File: src/rtl/parking_pkg.sv
// parking_pkg: shared states, seven-segment glyphs and default ticket codes for the car-park gates
package parking_pkg;
  typedef enum logic [2:0] {
    S_IDLE, S_WAIT_TICKET, S_REJECT, S_OPEN, S_CLOSE, S_ALARM, S_GHOST
  } state_t;
  // Active-low segments, bit order gfedcba
  localparam logic [6:0] SEG_BLANK = 7'b1111111;
  localparam logic [6:0] SEG_P     = 7'b0001100;
  localparam logic [6:0] SEG_D     = 7'b0100001;
  localparam logic [6:0] SEG_E     = 7'b0000110;
  localparam logic [6:0] SEG_6     = 7'b0000010;
  localparam logic [6:0] SEG_0     = 7'b1000000;
  localparam logic [6:0] SEG_C     = 7'b1000110;
  localparam logic [6:0] SEG_A     = 7'b0001000;
  localparam logic [6:0] SEG_L     = 7'b1000111;
  localparam logic [3:0] EXIT_CODE_DEF    = 4'b1001;
  localparam logic [3:0] SERVICE_CODE_DEF = 4'b1111;
endpackage

File: src/rtl/parking_exit_gate_if.sv
// parking_exit_gate_if: ticket code valid/ready handshake between reader and gate controller
interface parking_exit_gate_if;
  logic       ticket_valid;
  logic       ticket_ready;
  logic [3:0] ticket_code;
  modport master (output ticket_valid, ticket_code, input ticket_ready);
  modport slave (input ticket_valid, ticket_code, output ticket_ready);
endinterface

File: src/rtl/parking_seg_glyph.sv
// parking_seg_glyph: registered state-to-two-digit seven-segment decoder
module parking_seg_glyph
  import parking_pkg::*;
(
  input  logic       clk,
  input  logic       reset_n,
  input  state_t     i_state,
  output logic [6:0] o_hex_1,
  output logic [6:0] o_hex_2
);
  logic [13:0] w_pair;
  always_comb begin
    w_pair = {SEG_BLANK, SEG_BLANK};
    case (i_state)
      S_WAIT_TICKET: w_pair = {SEG_P, SEG_D};
      S_REJECT:      w_pair = {SEG_E, SEG_E};
      S_OPEN:        w_pair = {SEG_6, SEG_0};
      S_CLOSE:       w_pair = {SEG_C, SEG_BLANK};
      S_ALARM:       w_pair = {SEG_A, SEG_L};
      S_GHOST:       w_pair = {SEG_0, SEG_E};
      default:       w_pair = {SEG_BLANK, SEG_BLANK};
    endcase
  end
  always_ff @(posedge clk or negedge reset_n)
    if (!reset_n) {o_hex_1, o_hex_2} <= {SEG_BLANK, SEG_BLANK};
    else {o_hex_1, o_hex_2} <= w_pair;
endmodule

File: src/rtl/parking_exit_gate.sv
// parking_exit_gate: exit barrier controller issuing a one-cycle depart pulse per confirmed exit
module parking_exit_gate
  import parking_pkg::*;
#(
  parameter logic [3:0] EXIT_CODE     = EXIT_CODE_DEF,
  parameter logic [3:0] SERVICE_CODE  = SERVICE_CODE_DEF,
  parameter int         PAY_TIMEOUT   = 16,
  parameter int         OPEN_CYCLES   = 8,
  parameter int         REJECT_CYCLES = 4,
  parameter int         MAX_TRIES     = 3
) (
  input  logic                 clk,
  input  logic                 reset_n,
  input  logic                 i_sensor_approach,
  input  logic                 i_sensor_clear,
  input  logic [4:0]           i_occupancy,
  parking_exit_gate_if.slave   tkt,
  output logic                 o_barrier_open,
  output logic                 o_depart_pulse,
  output logic                 o_alarm,
  output logic                 o_green_led,
  output logic                 o_red_led,
  output logic [6:0]           o_hex_1,
  output logic [6:0]           o_hex_2
);
  // One timer serves every timed state, so size it for the longest interval
  localparam int TMAX = PAY_TIMEOUT > OPEN_CYCLES ?
                        (PAY_TIMEOUT > REJECT_CYCLES ? PAY_TIMEOUT : REJECT_CYCLES) :
                        (OPEN_CYCLES > REJECT_CYCLES ? OPEN_CYCLES : REJECT_CYCLES);
  localparam int TW  = $clog2(TMAX) + 1;
  localparam int TRW = $clog2(MAX_TRIES) + 1;
  state_t           r_state, w_next;
  logic [TW-1:0]    r_timer, w_timer_inc;
  logic [TRW-1:0]   r_tries, w_tries_inc;
  logic             r_ticket_ready, w_hs, w_exit_ok, w_service_ok, w_bad_ticket;
  assign tkt.ticket_ready = r_ticket_ready;
  assign w_hs         = tkt.ticket_valid && r_ticket_ready;
  assign w_exit_ok    = w_hs && tkt.ticket_code == EXIT_CODE;
  assign w_service_ok = w_hs && tkt.ticket_code == SERVICE_CODE;
  assign w_bad_ticket = w_hs && tkt.ticket_code != EXIT_CODE;
  assign w_timer_inc  = &r_timer ? r_timer : r_timer + 1'b1;
  assign w_tries_inc  = &r_tries ? r_tries : r_tries + 1'b1;
  always_ff @(posedge clk or negedge reset_n)
    if (!reset_n) r_state <= S_IDLE;
    else r_state <= w_next;
  always_comb begin
    w_next = r_state;
    case (r_state)
      S_IDLE:        w_next = !i_sensor_approach ? S_IDLE :
                              i_occupancy == '0 ? S_GHOST : S_WAIT_TICKET;
      S_WAIT_TICKET: w_next = w_exit_ok ? S_OPEN :
                              w_hs ? (w_tries_inc >= TRW'(MAX_TRIES) ? S_ALARM : S_REJECT) :
                              r_timer == TW'(PAY_TIMEOUT - 1) ? S_ALARM :
                              !i_sensor_approach ? S_IDLE : S_WAIT_TICKET;
      S_REJECT:      w_next = r_timer == TW'(REJECT_CYCLES - 1) ? S_WAIT_TICKET : S_REJECT;
      S_OPEN:        w_next = i_sensor_clear ? S_CLOSE :
                              r_timer == TW'(OPEN_CYCLES - 1) ? S_IDLE : S_OPEN;
      S_CLOSE:       w_next = !i_sensor_clear && !i_sensor_approach ? S_IDLE : S_CLOSE;
      S_ALARM:       w_next = w_service_ok ? S_IDLE : S_ALARM;
      S_GHOST:       w_next = i_sensor_approach ? S_GHOST : S_IDLE;
      default:       w_next = S_IDLE;
    endcase
  end
  // Outputs decode next state so they switch on the same edge as the state register
  always_ff @(posedge clk or negedge reset_n)
    if (!reset_n) begin
      r_timer        <= '0;
      r_tries        <= '0;
      r_ticket_ready <= 1'b0;
      o_barrier_open <= 1'b0;
      o_depart_pulse <= 1'b0;
      o_alarm        <= 1'b0;
      o_green_led    <= 1'b0;
      o_red_led      <= 1'b0;
    end else begin
      r_timer        <= w_next != r_state ? '0 : w_timer_inc;
      r_tries        <= r_state == S_IDLE ? '0 :
                        r_state == S_WAIT_TICKET && w_bad_ticket ? w_tries_inc : r_tries;
      r_ticket_ready <= w_next == S_WAIT_TICKET || w_next == S_ALARM;
      o_barrier_open <= w_next == S_OPEN;
      o_depart_pulse <= r_state == S_OPEN && w_next == S_CLOSE && i_occupancy != '0;
      o_alarm        <= w_next == S_ALARM;
      o_green_led    <= w_next == S_OPEN && (r_state != S_OPEN || !o_green_led);
      o_red_led      <= w_next == S_REJECT ? (r_state != S_REJECT || !o_red_led) :
                        w_next == S_WAIT_TICKET || w_next == S_GHOST || w_next == S_ALARM;
    end
  parking_seg_glyph u_glyph (
    .clk     (clk),
    .reset_n (reset_n),
    .i_state (w_next),
    .o_hex_1 (o_hex_1),
    .o_hex_2 (o_hex_2)
  );
endmodule
File: src/flat_wrapper.sv
// flat-port wrapper written by rule: the top's interface ports become plain ports
module parking_exit_gate_flat import parking_pkg::*;
#(
  parameter logic [3:0] EXIT_CODE     = EXIT_CODE_DEF,
  parameter logic [3:0] SERVICE_CODE  = SERVICE_CODE_DEF,
  parameter int         PAY_TIMEOUT   = 16,
  parameter int         OPEN_CYCLES   = 8,
  parameter int         REJECT_CYCLES = 4,
  parameter int         MAX_TRIES     = 3
)
  (clk, reset_n, i_sensor_approach, i_sensor_clear, i_occupancy, o_barrier_open, o_depart_pulse, o_alarm, o_green_led, o_red_led, o_hex_1, o_hex_2, tkt_ticket_valid, tkt_ticket_code, tkt_ticket_ready);
  parking_exit_gate_if tkt_i ();
  input  logic clk;
  input  logic reset_n;
  input  logic i_sensor_approach;
  input  logic i_sensor_clear;
  input  logic [4:0] i_occupancy;
  output logic o_barrier_open;
  output logic o_depart_pulse;
  output logic o_alarm;
  output logic o_green_led;
  output logic o_red_led;
  output logic [6:0] o_hex_1;
  output logic [6:0] o_hex_2;
  input wire logic [$bits(tkt_i.ticket_valid)-1:0] tkt_ticket_valid;
  input wire logic [$bits(tkt_i.ticket_code)-1:0] tkt_ticket_code;
  output wire logic [$bits(tkt_i.ticket_ready)-1:0] tkt_ticket_ready;
  assign tkt_i.ticket_valid = tkt_ticket_valid;
  assign tkt_i.ticket_code = tkt_ticket_code;
  assign tkt_ticket_ready = tkt_i.ticket_ready;
  parking_exit_gate #(.EXIT_CODE(EXIT_CODE), .SERVICE_CODE(SERVICE_CODE), .PAY_TIMEOUT(PAY_TIMEOUT), .OPEN_CYCLES(OPEN_CYCLES), .REJECT_CYCLES(REJECT_CYCLES), .MAX_TRIES(MAX_TRIES)) u_core (.clk(clk), .reset_n(reset_n), .i_sensor_approach(i_sensor_approach), .i_sensor_clear(i_sensor_clear), .i_occupancy(i_occupancy), .tkt(tkt_i), .o_barrier_open(o_barrier_open), .o_depart_pulse(o_depart_pulse), .o_alarm(o_alarm), .o_green_led(o_green_led), .o_red_led(o_red_led), .o_hex_1(o_hex_1), .o_hex_2(o_hex_2));
endmodule
File: config.mk
export PLATFORM = sky130hd
export DESIGN_NAME = parking_exit_gate_flat
export DESIGN_NICKNAME = d
export VERILOG_FILES = /design/src/rtl/parking_pkg.sv /design/src/rtl/parking_exit_gate_if.sv /design/src/rtl/parking_seg_glyph.sv /design/src/rtl/parking_exit_gate.sv /design/src/flat_wrapper.sv
export SDC_FILE = /design/constraint.sdc
export NUM_CORES = 1
export LEC_CHECK = 0
export CAP_MARGIN = 25
export CORE_MARGIN = 8
export CORE_UTILIZATION = 49
export DETAILED_ROUTE_END_ITERATION = 6
export PLACE_DENSITY = 0.76
export SLEW_MARGIN = 40
export SYNTH_ARGS = -nofsm -noshare
export SYNTH_HDL_FRONTEND = slang
export SYNTH_SLANG_ARGS = --single-unit
File: constraint.sdc
create_clock -name clk -period 3.1 [get_ports clk]
set_clock_uncertainty 0.15 [all_clocks]
set_input_delay 0.62 -clock clk [delete_from_list [all_inputs] [get_ports clk]]
set_output_delay 0.62 -clock clk [all_outputs]
set_load 0.01 [all_outputs]
# Word-level counts from Yosys, hierarchy flattened
# Cells that the tools add are included.
classes:
  n_addsub: 2
  multipliers: 0
  div_mod_pow: 0
  order_cmp: 1
  eq_ne: 22
  shifts: 0
  mux: 21
  n_bitwise: 0
  reduce_logical: 24
ops:
  columns: ["op", "count"]
  rows:
  - ["14-bit case mux with 6 select lines", 1]
  - ["3-bit two-way mux", 13]
  - ["3-bit case mux with 7 select lines", 1]
  - ["3-bit equality test (second input constant)", 6]
  - ["3-bit by 2-bit equality test with 1-bit output (second input constant)", 4]
  - ["5-bit two-way mux", 2]
  - ["1-bit logical AND", 9]
  - ["4-bit equality test (second input constant)", 2]
  - ["3-bit by 1-bit equality test with 1-bit output (second input constant)", 2]
  - ["3-bit by 2-bit != test with 1-bit output (second input constant)", 2]
  - ["5-bit by 1-bit adder with 5-bit output (second input constant)", 1]
  - ["5-bit by 2-bit equality test with 1-bit output (second input constant)", 1]
  - ["5-bit by 3-bit equality test with 1-bit output (second input constant)", 1]
  - ["5-bit by 4-bit equality test with 1-bit output (second input constant)", 1]
  - ["5-bit zero test", 1]
  - ["1-bit logical OR", 5]
  - ["5-bit AND reduction", 1]
  - ["5-bit nonzero test", 1]
  - ["1-bit zero test", 4]
  - ["2-bit two-way mux", 2]
  - ["4-bit != test (second input constant)", 1]
  - ["3-bit by 1-bit adder with 3-bit output (second input constant)", 1]
  - ["3-bit by 2-bit greater-or-equal comparator with 1-bit output (second input constant)", 1]
  - ["3-bit zero test", 1]
  - ["5 further kinds", 6]
word_totals:
  register_bits: 31
  latch_bits: 0
  ram_bits: 0
  rom_bits: 0
  input_bits: 14
  out_inout_bits: 20
  n_memories: 0

# Logic depth before layout (Yosys ltp)
# Gate-level depths: netlist (run 1).
logic_depth:
  word_depth: 11
  mapped_depth: 8

# By module
# Synthesis (run 1) repeated with hierarchy kept, for this count alone.
hier_totals:
  cells_unflattened: 147
  area_unflattened_um2: 1575.3
by_module_without_submodules:
  columns: ["module", "instances", "cells_per_inst", "area_per_inst_um2", "seq_area_each_um2"]
  rows:
  - ["parking_exit_gate", 1, 111, 1137.3, 425.4]
  - ["parking_seg_glyph", 1, 36, 437.9, 262.8]

# Least setup slack after synthesis (run 1)
# No wires, ideal clock.
synth_path:
  kind: "reg-to-reg"
  startpoint: "register u_core.r_timer[0]"
  endpoint: "register u_core.o_red_led"
  setup_ns: 0.134
  arrival_time_ns: 2.111
  path_slack_ns: 0.705
  path_stages_with_launch: 8
  n_path_buf: 0
  synth_period_minus_slack_ns: 2.395
  cell_sequence: "dfrtp_1 -> ha_1 -> and3_1 -> ha_1 -> o311a_1 -> a221o_1 -> o31ai_2 -> o31ai_2"
synth_via:
  elab_chain_len: 9
synth_lines:
  columns: ["element", "line", "source"]
  rows:
  - ["from (decl)", "parking_exit_gate.sv:33", "logic [TW-1:0] r_timer, w_timer_inc;"]
  - ["from (signal assigned)", "parking_exit_gate.sv:76", "r_timer <= w_next != r_state ? '0 : w_timer_inc;"]
  - ["5-bit by 4-bit equality test with 1-bit output", "parking_exit_gate.sv:53", "r_timer == TW'(PAY_TIMEOUT - 1) ? S_ALARM :"]
  - ["3-bit two-way mux", "parking_exit_gate.sv:53", null]
  - ["3-bit two-way mux", "parking_exit_gate.sv:52", "w_hs ? (w_tries_inc >= TRW'(MAX_TRIES) ? S_ALARM : S_REJECT) :"]
  - ["3-bit two-way mux", "parking_exit_gate.sv:51", "S_WAIT_TICKET: w_next = w_exit_ok ? S_OPEN :"]
  - ["3-bit case mux with 7 select lines (*)", "parking_exit_gate.sv:48", "case (r_state)"]
  - ["3-bit by 1-bit equality test with 1-bit output or 3-bit equality test (tied branches)", "parking_exit_gate.sv:85", "w_next == S_WAIT_TICKET || w_next == S_GHOST || w_next == S_ALARM;"]
  - ["1-bit logical OR (2 in a row)", "parking_exit_gate.sv:85", null]
  - ["1-bit two-way mux (*)", "parking_exit_gate.sv:84", "o_red_led <= w_next == S_REJECT ? (r_state != S_REJECT || !o_red_led) :"]
  - ["to (signal assigned)", "parking_exit_gate.sv:84", null]
  - ["to (decl)", "parking_exit_gate.sv:22", "output logic o_red_led,"]
# Mark *: on every way between the ends. The rest lies on a longest branch, timed or not.
# A chain may end at the register's enable or synchronous reset.

# Worst setup path in the final report (run 1)
# Ends and elaborated chain as after synthesis.

==> out/results.ini, run 1 <==
[cts]
ctsResizeCount = 0
clockBufferDepth = 2
tritoncts = yes
cts_buffers = 3
clk_pin_slew_ps = 140
cts.sinks = 27
clk_latency_ps = 330
root_buffer = clkbuf_4
postCtsSetupBuffers = 0
cts_max_level = 1
cts_hold_buffers = 0

[synthesis]
syn_avg_cell_area_sq_um = 10.3
ys_ff_latch = 27
synth_edf_count = 0
ys_seq_area_frac = 0.481
yosysWarnings = 0
netlist_instances = 139
synth_top_area_frac = 0.297
synth.area.top_cells = dfrtp_1 30%, dfstp_2 18%, ha_1 3.5%
ys_types = 52
synth_top_area_cell = dfrtp_1
synth_ff_type = dfrtp_1
async_reset_ff_frac = 1.00
synth_fp_nets = 157
synth_area_sq_mm = 0.00143

[route]
wire_per_inst_um = 17.1
drc = 0
via_count = 1220
wl_mm = 3.44
dr.pass1.iters = 4
antenna_left = 0
drt_iter0_drc = 62
vias_per_cell = 6.07

[die]
dieWidth_um = 70.0
design.core.area_sq_mm = 0.00276
io_pins = 34
design.die.area_sq_mm = 0.00490
row_count = 19
die_h_um = 70.0
initial_utilization = 0.519

[min_path]
worstHoldPathCells = 1
hold_path_end = u_core.o_green_led$_DFF_PN0_
hp-class = reg2reg
worstHoldStart = u_core.o_green_led$_DFF_PN0_

[critical_path]
r2r_end = u_core.o_red_led$_DFF_PN0_
end_kind = flop
path_max_fanout = 4
r2r_cells = 7
worstPathArrival_ps = 2680
worstPathRequired_ps = 3170
startpoint_type = flop
reg2reg_from = u_core.r_timer[0]$_DFFE_PN0P_
crit_path_max_incr_delay_ps = 440
slowest_stage = dfrtp_1
criticalPathCategory = reg2reg
cp_cell_sequence = ha_1, and3_1, ha_1, o311a_1, a221o_1, o31ai_2, o31ai_2
rrSetupSlack_ps = 490

[finish]
area_delta_synth_final_pct = 25.4
nFillCells = 223
drive_gt1_frac = 0.153
n_antenna_cell = 0
utilization = 0.650
instances_no_fill = 201
fin_nets = 189

[timing]
period_minus_slack_ps = 2610
rsz0062_at_grt = false
fin_setup_tns_ps = 0
timing.hold.ws_ps = 335
hold_viol = 0
relSlewSlack = 0.615
tightest_slew_ps = 576
timing.fmax_mhz = 383
setup_viol = 0
fin_crit_sh = 0.842
finalMaxSlewViolations = 0

[placed_design]
portBuffers = 33
dp_hpwl_mm = 2.66
dp.cells = 197
finalWeightedCongestion = 0.891

[status]
status = finished clean

[global_route]
track_usage = 0.143
overflow = 0
grt_pass1_wl_mm = 5.87
grt_pass1_vias = 1210
antenna_found_initial = 0
grt_max_degree = 28

[power]
powerDensity_mw_per_mm2 = 843
ir_worst_vdd_v = 0.000753
p_leak_nw = 0.746

[job]
max-cap-violations = 0

-- layout make-up --
class,instances,area (sq um),area share
clock buffer,3,22.5,0.0126
clock inverter,1,7.51,0.00419
inverter,6,22.5,0.0126
multi-input combinational,99,676,0.377
sequential,27,688,0.384
timing repair buffer,34,338,0.188
tap,31,38.8,0.0216
-- worst max path at each step --
stage	startpoint	to	cells past startpoint
floorplan	u_core.r_timer[0]$_DFFE_PN0P_	u_core.o_red_led$_DFF_PN0_	7
global placement	tkt_ticket_valid	u_core.o_red_led$_DFF_PN0_	6
detailed placement	tkt_ticket_code[2]	u_core.o_red_led$_DFF_PN0_	6
CTS	u_core.r_timer[0]$_DFFE_PN0P_	u_core.o_red_led$_DFF_PN0_	7
global route	u_core.r_timer[0]$_DFFE_PN0P_	u_core.r_timer[2]$_DFFE_PN0P_	7
finish	u_core.r_timer[0]$_DFFE_PN0P_	u_core.o_red_led$_DFF_PN0_	7
-- logic make-up after synthesis --
logic type      Yosys count  share of synthesized area
compound gates           41                      0.208
xor+xnor                  3                     0.0184
fa+ha+maj                 4                     0.0350
buf+inv                  13                     0.0464
flops                    27                      0.481
mux                       1                    0.00700
simple gates             50                      0.204
-- worst max-delay path: cells and delay by family (launching register included) --
kind	cells	cell delay (ps)
flops	1	440
simple gates	1	210
fa+ha+maj	2	430
compound gates	4	1270
-- state kept, by name (all words and copies together), names as in the netlist --
register,count
u_core.o_red_led,1
u_core.r_timer,5
u_core.o_green_led,1
u_core.r_state,3
u_core.u_glyph.o_hex_1,5
u_core.u_glyph.o_hex_2,5
u_core.r_tries,3
u_core.o_barrier_open,1
u_core.o_alarm,1
u_core.o_depart_pulse,1
u_core.tkt.ticket_ready,1
-- power by group --
group	leakage [nW]	switching (W)	internal, W
sequential	0.334	0.000110	0.000506
clock	0.0139	0.000105	0.0000494
combinational	0.399	0.000374	0.000368
-- cells in the final DEF, fill, tap and decap left out, drive strengths merged, types with 2 or more instances in the layout --
cell type      instances
nor2b                  2
dfrtp                 17
clkbuf                 3
clkdlybuf4s50         33
nor3                   8
nand4b                 2
a31oi                  4
and3                   4
nand2                  5
dfstp                 10
nand4bb                2
a21boi                 2
xor2                   2
nor3b                  2
ha                     4
a21oi                  8
o31ai                  3
o211ai                 2
inv                    6
o21ai                  8
a21o                   2
nor2                  14
nand3                  2
and2                   3
-- stage by stage --
stage	power (W)	area (sq um)	setup slack, ps
global placement	0.00135	1760	385
detailed placement	0.00137	1760	338
finish	0.00151	1790	491
CTS	0.00152	1790	492
global route	0.00162	1790	326
floorplan	0.00106	1430	705
-- per-layer routing --
layer / global-route usage / wire, um / part of all wire
met1: 0.168 / 1430 / 0.42
met2: 0.247 / 1690 / 0.49
met3: 0.0367 / 258 / 0.075
met4: 0.0469 / 56 / 0.016
met5: 0 / 0 / 0
-- synth_stat cells, types with 2 or more instances --
master,n
nor2_1,13
nor3_1,8
and2_1,2
a21o_1,2
o21ai_1,3
xor2_1,2
dfstp_2,10
nand3_1,2
buf_2,2
nand4bb_1,2
nand2_1,5
and3_1,4
ha_1,4
a21oi_1,8
nand4b_1,2
dfrtp_1,17
buf_4,4
nor3b_1,2
inv_2,3
nor2b_1,2
inv_1,3
a31oi_1,4
o21ai_0,4
o31ai_2,2
o211ai_1,2
Power figures use the tool's default switching activity.
==> run 2, diff against run 1 <==
Clock period 3.1 ns to 2.65 ns, I/O delays scaled along.
==> run 2 against run 1 <==
Compared with the run above:
- wire length down 0.38%
- cell count grew 2.5%
- die area is the same
- sequential power grew 16%
- clock power is 18% higher
- global-route usage fell by 0.65 points
- clock-buffer cell count unchanged
- design area up 2.1%
- critical path type unchanged
==> out/results.ini, run 2 (synthesis gave the netlist of run 1 again) <==
[critical_path]
startpoint_type = flop
criticalPathCategory = reg2reg
worstPathArrival_ps = 2630  ; -50 ps
end_kind = flop
worstPathRequired_ps = 2750  ; -420 ps
path_max_fanout = 7  ; +3

[cts]
clk_pin_slew_ps = 150  ; about the same
cts_hold_buffers = 0  ; unchanged
clockBufferDepth = 2  ; unchanged
cts.sinks = 27  ; unchanged
clk_latency_ps = 330  ; about the same
tritoncts = yes
ctsResizeCount = 0  ; unchanged
cts_buffers = 3  ; unchanged
postCtsSetupBuffers = 0  ; unchanged
cts_max_level = 1  ; unchanged
root_buffer = clkbuf_4

[route]
dr.pass1.iters = 4  ; unchanged
drc = 0  ; unchanged
wire_per_inst_um = 16.6  ; -2.8%
vias_per_cell = 6.06  ; -0.19%
wl_mm = 3.43  ; -0.38%
antenna_left = 0  ; unchanged
drt_iter0_drc = 85  ; +37%
via_count = 1248  ; +2.3%

[die]
dieWidth_um = 70.0  ; unchanged
row_count = 19  ; unchanged
initial_utilization = 0.519  ; unchanged
design.die.area_sq_mm = 0.00490  ; unchanged
io_pins = 34  ; unchanged
die_h_um = 70.0  ; unchanged
design.core.area_sq_mm = 0.00276  ; unchanged

[power]
swShare = 0.384  ; -0.00490
combPwrFrac = 0.506  ; +0.015
total_power_w = 0.00182  ; +20%
powerDensity_mw_per_mm2 = 994  ; +18%
intPower_w = 0.00112  ; +21%
ir_worst_vdd_v = 0.000937  ; +24%
pwr-share-clk = 0.099  ; -0.003
seqPwrFrac = 0.394  ; -0.013
p_leak_nw = 0.770  ; +3.2%
power_switching_w = 0.000699  ; +19%

[timing]
relSlewSlack = 0.641  ; +0.0257
timing.fmax_mhz = 396  ; +3.4%
period_minus_slack_ps = 2520  ; -84.9 ps
tightest_slew_ps = 537  ; -38.5 ps
hold_viol = 0  ; unchanged
fin_setup_tns_ps = 0  ; unchanged
fin_crit_sh = 0.953  ; +0.111
rsz0062_at_grt = false
timing.hold.ws_ps = 344  ; +8.64 ps
fin_ws_ps = 126  ; -365 ps
setup_viol = 0  ; unchanged
finalMaxSlewViolations = 0  ; unchanged

[placed_design]
portBuffers = 33  ; unchanged
dp_hpwl_mm = 2.62  ; -1.8%
finalWeightedCongestion = 0.839  ; -5.8%
dpl-instance-area_sq_mm = 0.00179  ; +1.7%
place_ws_ps = 17.2  ; -321 ps

[finish]
fin_nets = 194  ; +2.6%
regArea_sq_um = 688  ; unchanged
stdcell_area_sq_mm = 0.00183  ; +2.1%
nFillCells = 227  ; +1.8%
drive_gt1_frac = 0.177  ; +0.0242
area_delta_synth_final_pct = 28.0
final_common_cell = clkdlybuf4s50_1
multi_input_area_sq_um = 676  ; unchanged
layout_common_cells = 33 x clkdlybuf4s50_1, 17 x dfrtp_1, 13 x nor2_1
n_antenna_cell = 0  ; unchanged

[global_route]
overflow = 0  ; unchanged
track_usage = 0.137  ; -0.00653
grt_pass1_vias = 1250  ; +3.3%
antenna_found_initial = 0  ; unchanged
grt_pass1_wl_mm = 5.68  ; -3.3%
grt_max_degree = 28  ; unchanged

[job]
max-cap-violations = 0  ; unchanged

[status]
status = finished clean

[min_path]
hp-class = reg2reg

-- run 2: final cells by class --
class	instances	share of cell area
Clock buffer	3	0.0123
Clock inverter	1	0.00410
Inverter	6	0.0123
Multi-Input combinational cell	99	0.369
Sequential cell	27	0.376
Tap cell	31	0.0212
Timing Repair Buffer	39	0.205
-- run 2: final timing paths --
path	start	end	slack, ps	cells past startpoint
worst max-delay path	u_core.r_timer[1]$_DFFE_PN0P_	u_core.o_red_led$_DFF_PN0_	130	8
worst min-delay path	u_core.o_green_led$_DFF_PN0_	u_core.o_green_led$_DFF_PN0_	340	1
worst max register to register	u_core.r_timer[1]$_DFFE_PN0P_	u_core.o_red_led$_DFF_PN0_	130	8
worst min register to register	u_core.o_green_led$_DFF_PN0_	u_core.o_green_led$_DFF_PN0_	340	1
max in group asynchronous	reset_n	u_core.u_glyph.o_hex_2[4]$_DFF_PN1_	1650	2
min in group asynchronous	reset_n	u_core.r_tries[0]$_DFFE_PN0P_	400	2
-- run 2: layer usage --
layer  up-vias  wire length (um)  global-route usage
li1        588                 -                   -
met1       610              1440               0.158
met2        43              1700               0.235
met3         7               246              0.0480
met4         0                34              0.0313
met5         -                 0                   0
-- run 2: worst max-delay path, cell delays in order, from the launching register on --
cell	delay, ps
dfrtp_1	430
ha_1	210
and3_1	210
ha_1	200
o311a_1	350
a221o_1	420
nor2_4	160
inv_2	80
o31ai_2	230
-- run 2: power groups by stage --
stage	Sequential [W]	Combinational, W	Clock [W]
after floorplan	0.000727	0.000513	0
after global placement	0.000720	0.000888	0
after detailed placement	0.000730	0.000909	0
after CTS	0.000721	0.000912	0.000188
after global routing	0.000738	0.00100	0.000203
final	0.000717	0.000921	0.000181
-- run 2: through the flow --
stage                     utilization  cells
after floorplan                     -    139
after global placement          0.650    201
after detailed placement        0.650    201
after CTS                       0.661    205
after global routing            0.664    206
final                           0.664    206
==> run 3, diff against run 2 <==
Settings changed: ABC_AREA set to 0, CORE_ASPECT_RATIO set to 0.75.
==> run 3 against run 2 <==
Compared with the run above:
- clock power up 29%
- critical path depth stayed put
- setup slack got worse by 4.6 ps
- register-to-register slack about the same
- sequential power about the same
- wire length decreased by 4.6%
- sequential share of layout area decreased by 0.36 points
- via count down 3.8%
- first-iteration DRC count up 39%
- critical endpoint unchanged
==> out/results.ini, run 3 (synthesis gave the netlist of run 1 again) <==
[critical_path]
criticalPathCategory = reg2reg
cp_cell_sequence = ha_1, and3_1, ha_1, o311a_1, a221o_1, nor2_4, inv_2, o31ai_2
end_kind = flop
startpoint_type = flop
worstPathArrival_ps = 2570  ; -60 ps
crit_path_max_incr_delay_ps = 420  ; about the same
worstPathRequired_ps = 2700  ; -50 ps
r2r_cells = 8  ; unchanged
slowest_stage = dfrtp_1
path_max_fanout = 7  ; unchanged
cpMostUsedCell = ha_1

[die]
die_h_um = 62.8  ; -10%
initial_utilization = 0.498  ; -0.0206
io_pins = 34  ; unchanged
design.core.area_sq_mm = 0.00287  ; +4.1%
design.die.area_sq_mm = 0.00492  ; +0.36%
dieWidth_um = 78.4  ; +12%
row_count = 17  ; -2

[placed_design]
finalWeightedCongestion = 0.950  ; +13%
dp_hpwl_mm = 2.55  ; -2.4%
portBuffers = 33  ; unchanged
dp.cells = 208  ; +3.5%

[cts]
tritoncts = yes
clockBufferDepth = 2  ; unchanged
clk_latency_ps = 270  ; -60 ps
clk_pin_slew_ps = 90  ; -60 ps
cts_buffers = 3  ; unchanged
postCtsSetupBuffers = 0  ; unchanged
cts_max_level = 1  ; unchanged
cts_hold_buffers = 0  ; unchanged
cts.sinks = 27  ; unchanged
root_buffer = clkbuf_8
ctsResizeCount = 0  ; unchanged

[route]
drc = 0  ; unchanged
wl_met3_um = 207  ; -16%
wl_met2_mm = 1.60  ; -5.9%
wl_met1_mm = 1.44  ; unchanged
via_count = 1200  ; -3.8%
antenna_left = 0  ; unchanged
vias_per_cell = 5.66  ; -6.6%
dr.pass1.iters = 4  ; unchanged
drt_iter0_drc = 118  ; +39%
topRoutingLayerUsed = met4
wl_mm = 3.27  ; -4.6%
wire_per_inst_um = 15.4  ; -7.3%

[timing]
relSlewSlack = 0.625  ; -0.0156
hold_viol = 0  ; unchanged
tightest_slew_ps = 561  ; +23.4 ps
setup_viol = 0  ; unchanged
fin_crit_sh = 0.954  ; +0.00173
period_minus_slack_ps = 2530  ; +4.57 ps
timing.fmax_mhz = 395  ; -0.18%
fin_setup_tns_ps = 0  ; unchanged
finalMaxSlewViolations = 0  ; unchanged
rsz0062_at_grt = false

[global_route]
track_usage = 0.135  ; -0.00114
antenna_found_initial = 0  ; unchanged
grt_pass1_wl_mm = 5.55  ; -2.2%
grt_max_degree = 28  ; unchanged
overflow = 0  ; unchanged
grt_pass1_vias = 1173  ; -6.2%

[status]
status = finished clean

[finish]
layout_common_cells = 33 x clkdlybuf4s50_1, 17 x dfrtp_1, 13 x nor2_1
drive_gt1_frac = 0.172  ; -0.00473
utilization = 0.644  ; -0.0202
fin_nets = 193  ; -0.52%
area_delta_synth_final_pct = 29.2
final_common_cell = clkdlybuf4s50_1
instances_no_fill = 212  ; +2.9%
n_antenna_cell = 0  ; unchanged

[min_path]
worstHoldPathCells = 1  ; unchanged
hp-class = reg2reg

[power]
p_leak_nw = 0.777  ; +0.88%
total_power_w = 0.00185  ; +1.5%
powerDensity_mw_per_mm2 = 999  ; +0.54%
ir_worst_vdd_v = 0.000562  ; -40%

[job]
max-cap-violations = 0  ; unchanged

run 3: changes by cell type in the layout (fill, tap and decap cells not counted):
cell,previous run,this run
clkinvlp_4,1,0
clkbuf_8,0,3
clkbuf_4,3,0
clkinv_2,0,1
buf_4,6,5
run 3: routing by layer:
metal  global-route usage  vias to the layer above
met5                    0                        -
met4               0.0276                        0
met3               0.0374                        4
met2                0.236                       37
met1                0.161                      574
li1                     -                      585
run 3: worst max-delay path: cells and delay by family (launching register included):
| family | cells | cell delay, ps |
|---|---|---|
| AOI/OAI and AO/OA | 3 | 990 |
| DFF | 1 | 420 |
| adders and majority gates | 2 | 410 |
| and+or+nand+nor | 2 | 380 |
| buffers and inverters | 1 | 80 |
run 3: report_power, final:
group | internal (W) | total (W) | switching, W
Combinational | 0.000458 | 0.000898 | 0.000441
Sequential | 0.000592 | 0.000715 | 0.000123
Clock | 0.000106 | 0.000233 | 0.000127
run 3: worst paths after layout:
kind,startpoint,end,slack [ps]
max in group asynchronous,reset_n,u_core.u_glyph.o_hex_1[5]$_DFF_PN1_,1580
hold / removal,u_core.o_green_led$_DFF_PN0_,u_core.o_green_led$_DFF_PN0_,320
setup / recovery,u_core.r_timer[0]$_DFFE_PN0P_,u_core.o_red_led$_DFF_PN0_,120
setup reg to reg,u_core.r_timer[0]$_DFFE_PN0P_,u_core.o_red_led$_DFF_PN0_,120
hold reg to reg,u_core.o_green_led$_DFF_PN0_,u_core.o_green_led$_DFF_PN0_,320
min in group asynchronous,reset_n,u_core.o_depart_pulse$_DFF_PN0_,470
run 3: layout make-up:
cell class,instances,area (sq um)
clock inverter,1,5.00
tap,38,47.5
clock buffer,3,41.3
inverter,6,22.5
timing repair buffer,38,368
sequential,27,688
fill,240,1020
multi-input combinational,99,676
run 3: metrics by stage:
stage          hold slack, ps  setup slack (ps)  area (sq um)
2_1_floorplan            84.4               255          1430
3_3_place_gp              306              86.9          1800
3_5_place_dp              315              34.9          1800
4_1_cts                   327              86.4          1850
5_1_grt                   338              16.3          1850
6_report                  317               121          1850
